### src/rtl/mem_arbiter2.sv
// Two-master arbiter for the shared SDRAM valid/ready port.
// Registered grant, captured request fields, and a watchdog that forces an error completion.
module mem_arbiter2 #(
  parameter int AW           = 32,
  parameter int CPU_PRIORITY = 0,
  parameter int TIMEOUT      = 1024
) (
  input  logic          clk,
  input  logic          rst_n,
  input  logic [AW-1:0] m0_addr,
  input  logic [31:0]   m0_din,
  input  logic [3:0]    m0_lane,
  input  logic          m0_wr,
  input  logic          m0_valid,
  output logic          m0_ready,
  output logic [31:0]   m0_dout,
  input  logic [AW-1:0] m1_addr,
  input  logic [31:0]   m1_din,
  input  logic [3:0]    m1_lane,
  input  logic          m1_wr,
  input  logic          m1_valid,
  output logic          m1_ready,
  output logic [31:0]   m1_dout,
  output logic [AW-1:0] s_addr,
  output logic [31:0]   s_din,
  output logic [3:0]    s_lane,
  output logic          s_wr,
  output logic          s_valid,
  input  logic          s_ready,
  input  logic [31:0]   s_dout,
  output logic [1:0]    owner,
  output logic          timeout_err
);

  localparam int WDW = $clog2(TIMEOUT) + 1;

  // The encoding doubles as the owner code: 00 none, 01 m0, 10 m1.
  typedef enum logic [1:0] {
    IDLE   = 2'd0,
    GRANT0 = 2'd1,
    GRANT1 = 2'd2
  } state_t;

  state_t         state, state_d;
  logic           last_grant_m1;
  logic [WDW-1:0] wd;
  logic           busy, expire, done, grant_m0, grant_m1;

  always_comb begin
    state_d  = state;
    grant_m0 = 1'b0;
    grant_m1 = 1'b0;
    busy     = (state != IDLE);
    expire   = (TIMEOUT > 0) && busy && !s_ready && (wd == WDW'(TIMEOUT - 1));
    done     = busy && (s_ready || expire);
    case (state)
      IDLE: begin
        // m0 takes a tie under fixed priority, or when m1 was the last winner.
        if (m0_valid && (!m1_valid || (CPU_PRIORITY != 0) || last_grant_m1)) begin
          grant_m0 = 1'b1;
          state_d  = GRANT0;
        end else if (m1_valid) begin
          grant_m1 = 1'b1;
          state_d  = GRANT1;
        end
      end
      default: begin
        if (done) state_d = IDLE;
      end
    endcase
  end

  assign s_valid  = busy;
  assign owner    = state;
  assign m0_ready = (state == GRANT0) && done;
  assign m1_ready = (state == GRANT1) && done;
  assign m0_dout  = ((state == GRANT0) && expire) ? 32'hFFFF_FFFF : s_dout;
  assign m1_dout  = ((state == GRANT1) && expire) ? 32'hFFFF_FFFF : s_dout;

  always_ff @(posedge clk or negedge rst_n) begin
    if (!rst_n) begin
      state         <= IDLE;
      s_addr        <= '0;
      s_din         <= '0;
      s_lane        <= '0;
      s_wr          <= 1'b0;
      last_grant_m1 <= 1'b1;
      wd            <= '0;
      timeout_err   <= 1'b0;
    end else begin
      state <= state_d;
      if (grant_m0 || grant_m1) begin
        s_addr        <= grant_m0 ? m0_addr : m1_addr;
        s_din         <= grant_m0 ? m0_din  : m1_din;
        s_lane        <= grant_m0 ? m0_lane : m1_lane;
        s_wr          <= grant_m0 ? m0_wr   : m1_wr;
        last_grant_m1 <= grant_m1;
        wd            <= '0;
      end else if (busy && !done) begin
        wd <= wd + WDW'(1);
      end
      if (expire) timeout_err <= 1'b1;
    end
  end

endmodule

### config.mk
export PLATFORM = sky130hd
export DESIGN_NAME = mem_arbiter2
export DESIGN_NICKNAME = d
export VERILOG_FILES = /design/src/rtl/mem_arbiter2.sv
export SDC_FILE = /design/constraint.sdc
export NUM_CORES = 1
export LEC_CHECK = 0
export CAP_MARGIN = 20
export CORE_ASPECT_RATIO = 0.6
export CORE_UTILIZATION = 31
export DETAILED_ROUTE_END_ITERATION = 12
export PLACE_DENSITY = 0.83
export SYNTH_ARGS = -nofsm -noshare
export SYNTH_HDL_FRONTEND = slang
export SYNTH_SLANG_ARGS = --single-unit
### constraint.sdc
create_clock -name clk -period 2.02 [get_ports clk]
set_clock_uncertainty 0.1 [all_clocks]
set_input_delay 0.404 -clock clk [delete_from_list [all_inputs] [get_ports clk]]
set_output_delay 0.404 -clock clk [all_outputs]
set_load 0.01 [all_outputs]
# == Word-level counts from Yosys, hierarchy flattened ==
# Index checks and enable logic that the tools add are counted.
# totals
ff_bits,84
out_inout_bits,139
inputBits,175
elab_cells,50
# op_classes
n_reduce_logical,20
addsub,1
muxes,17
eq_ne,4
# op_table
operator,count
$mux W32,4
$mux W11,2
$add A11 B1 Y11 const B,1
$eq A11 B10 Y1 const B,1
$logic_and A1 B1 Y1,9
$mux W2,4
$mux W1,6
$reduce_bool A2 Y1,3
$mux W4,1
$logic_not A1 Y1,3
$logic_or A1 B1 Y1,3
$ne A3 B3 Y1 const B,1
$eq A2 B1 Y1 const B,1
$eq A2 B2 Y1 const B,1
$logic_not A2 Y1,1
$reduce_and A2 Y1,1

# == Longest topological paths before layout ==
# logic_depth
ltp_word,9
mapped_depth,7
depth_no_buf,5

# == Least setup slack after synthesis ==
# OpenSTA, ideal clock, no wires.
# synth_timing
path_type,flip-flop to output port
from,register wd[0]
to,output port m0_dout[10]
required_time_ns,1.516
path_stages_with_launch,7
slack_ns,-0.095
t_arrival_ns,1.611
path_buffers,1
cell_sequence,dfrtp_1 ha_1 nand3_1 nor4_1 nand3b_1 clkbuf_1 or2b_1
# synth_between
elab_chain_len,4
# synth_lines
item,line,source
"start, declared",46,logic [WDW-1:0] wd;
"start signal, assigned",100,wd <= wd + WDW'(1);
$eq A11 B10 Y1,54,expire = (TIMEOUT > 0) && busy && !s_ready && (wd == WDW'(TIMEOUT - 1));
$logic_and A1 B1 Y1,54,
$logic_and A1 B1 Y1,77,assign m0_dout = ((state == GRANT0) && expire) ? 32'hFFFF_FFFF : s_dout;
$mux W32,77,
"end, declared",16,"output logic [31:0] m0_dout,"
# Every way passes these cells.

# == Worst setup path in the final report ==
# layout_timing
from,register wd[1]
to,output port m1_dout[25]
# layout_between
elab_chain_len,4
# layout_lines
item,line,source
$eq A11 B10 Y1,54,
$logic_and A1 B1 Y1,54,
$logic_and A1 B1 Y1,78,assign m1_dout = ((state == GRANT1) && expire) ? 32'hFFFF_FFFF : s_dout;
$mux W32,78,
"end, declared",23,"output logic [31:0] m1_dout,"
# Every way passes these cells.

==> metrics.yaml <==
setup_viol: 66
routed_wl_um: 15600
grt_max_degree: 44
instances_no_fill: 977
ys_seq_elements: 84
met3_usage: 0.0581
power_frac_comb: 0.516
grt.total_usage: 0.218
switching_share: 0.359
p_int_mw: 5.80
setup_ws_ps: -634
num_antenna_cells: 0
synth_edf_count: 0
die_y_um: 92.2
report.final.slew_viol_count: 0
grt_pass1_wl_um: 23900
dr.pass1.iters: 11
clk_latency_ps: 330
drv_cap: 0
r2r-start: "wd[10]$_DFFE_PN0P_"
htreeDepth: 3
r2r_slack_ps: 50
drive_gt1_frac: 0.190
cts_root_buf: "clkbuf_16"
violations: "DRC, setup timing"
antenna_found_initial: 0
yosysSeqAreaShare: 0.501
max_freq_mhz: 377
tightest_slew_ps: 400
synth_flop_cell: "dfrtp_1"
p_per_area_mw_per_mm2: 1120
slew-limit-headroom: 0.726
power_frac_clock: 0.171
cp-end-kind: "output port"
use_met2: 0.367
port_buffers: 313
async_flop_share: 1.00
placed_cells_incl_taps: 950
worst-path-max-fanout: 8
area_growth_pct: 92.4
synth_cell_types: 35
synth_warnings: 0
whs_ps: 377
critPathLaunchType: "register"
irDropWorstVdd_mv: 0.488
critPathKind: "reg2out"
synth.avg_cell_area_um2: 9.06
fin_nets: 978
hold_viol: 0
cp.arrival_ps: 2150
cts_tree: "built"
seqPwrFrac: 0.312
numCtsBuffers: 9
finalCritPeriodShare: 1.31
startpoint: "wd[1]$_DFFE_PN0P_"
syn_area_mm2: 0.00420
synth_nets: 640
grt-ovfl-total: 0
vias: 4696
wl_per_cell_um: 16.0
final_util: 0.621
core_mm2: 0.0130
initial_core_util: 0.323
hp-start: "s_din[12]$_DFFE_PN0N_"
critical_path_required_ps: 1520
rsz0062_at_grt: "yes"
post_drt_via_cell_ratio: 4.81
numClockSinks: 84
die_w_um: 152
fin_setup_tns_ps: -32740
min_period_ps: 2650
pin_count: 314
drtIter0Drc: 233
antenna_left: 0
clkTransAtPathRegs_ps: 60
std_cell_rows: 32
use_met1: 0.281
hpwl_um: 12100
p_switching_mw: 3.25
dieArea_mm2: 0.0140
outcome: "finished with violations"
hold_class: "reg2reg"
grt_busiest_layer: "met2"
p_leak_nw: 3.64
grt_pass1_vias: 4576
gp_congestion: 0.797
clockBufferDepth: 2
netlist_instances: 464
drc: 16
routing by layer:
metal,share of wire,up-vias
li1,-,2336
met1,0.45,2194
met2,0.48,157
met3,0.064,9
met4,0.0083,0
met5,0,-
timing repair:
item                                    CTS  global route
buffers inserted                          5             3
pin swaps                                 4             9
endpoints found under the setup margin   67            68
endpoints found under the hold margin    17             0
gates resized for setup                 128           147
hold buffers                              1             0
cloned                                    1             2
critical path, cell delays in order, from the launching register on:
cell and delay (ps):
dfrtp_1 350, ha_2 210, nand3_4 110, nor4_4 310, nand3b_1 210, buf_6 200
clkbuf_16 150, or2b_1 150, clkbuf_2 120
cell type report:
class	count	area, um^2
fillers	1097	4930
flip-flops and latches	84	2100
repair buffers	364	3400
clock inverters	4	32.5
multi-input cells	339	2070
clock buffers	12	256
inverters	4	15.0
well taps	170	213
power groups by stage:
stage / clock network [mW] / registers (mW) / logic [mW]
floorplan: 0 / 3.19 / 1.56
global placement: 0 / 2.81 / 4.63
detailed placement: 0 / 2.85 / 4.71
CTS: 1.61 / 2.84 / 4.71
global route: 1.68 / 2.93 / 5.08
finish: 1.55 / 2.83 / 4.67
per-stage QoR:
stage | power [mW] | setup WS (ps) | instance area, um^2
floorplan | 4.75 | 0.102 | 4210
finish | 9.05 | -634 | 8090
global placement | 7.44 | -726 | 7830
global route | 9.69 | -736 | 8090
detailed placement | 7.56 | -785 | 7830
CTS | 9.16 | -833 | 8170
state kept, by name (all words and copies together), names as in the netlist:
register       flops
s_din             32
last_grant_m1      1
s_wr               1
s_lane             4
timeout_err        1
wd                11
owner              2
s_addr            32
layout by cell type (no fill, tap or decap), drive strengths merged, types with 3 or more instances in the layout:
| cell | count |
|---|---|
| or3 | 4 |
| a21o | 3 |
| mux2i | 3 |
| nor2 | 7 |
| nand3 | 5 |
| nand2 | 81 |
| or2b | 57 |
| a21oi | 5 |
| inv | 5 |
| nor3 | 3 |
| dfrtp | 83 |
| clkdlybuf4s50 | 243 |
| o22ai | 69 |
| nand2b | 7 |
| o21ai | 76 |
| clkbuf | 15 |
| buf | 114 |
cells in the mapped netlist, types with 3 or more instances:
cell type / instances / area (um^2)
clkbuf_1: 22 / 82.6
o21ai_0: 75 / 375
a21o_1: 3 / 22.5
nor2_1: 7 / 26.3
nand2b_1: 7 / 43.8
nand3_1: 4 / 20.0
buf_2: 15 / 75.1
nor3_1: 3 / 15.0
o22ai_1: 69 / 432
or3_1: 4 / 25.0
dfrtp_1: 83 / 2080
or2b_1: 57 / 428
mux2i_1: 3 / 30.0
nand2_1: 81 / 304
a21oi_1: 5 / 25.0
inv_1: 4 / 15.0
kinds of logic after synthesis:
family / share of synthesized area
AO/OA/AOI/OAI: 0.227
adder cells (fa/ha/maj): 0.00298
buffers and inverters: 0.0411
flip-flops: 0.501
multiplexers: 0.00715
AND/OR/NAND/NOR: 0.221
final timing paths:
check                                         to  depth (start not counted)
max                                  m1_dout[25]                          8
min                        s_din[12]$_DFFE_PN0N_                          2
max reg2reg                    wd[2]$_DFFE_PN0P_                          5
min reg2reg                s_din[12]$_DFFE_PN0N_                          2
max in group asynchronous  s_addr[6]$_DFFE_PN0N_                          3
min in group asynchronous  s_din[13]$_DFFE_PN0N_                          2
No activity file was read; power rests on OpenSTA's default activity.
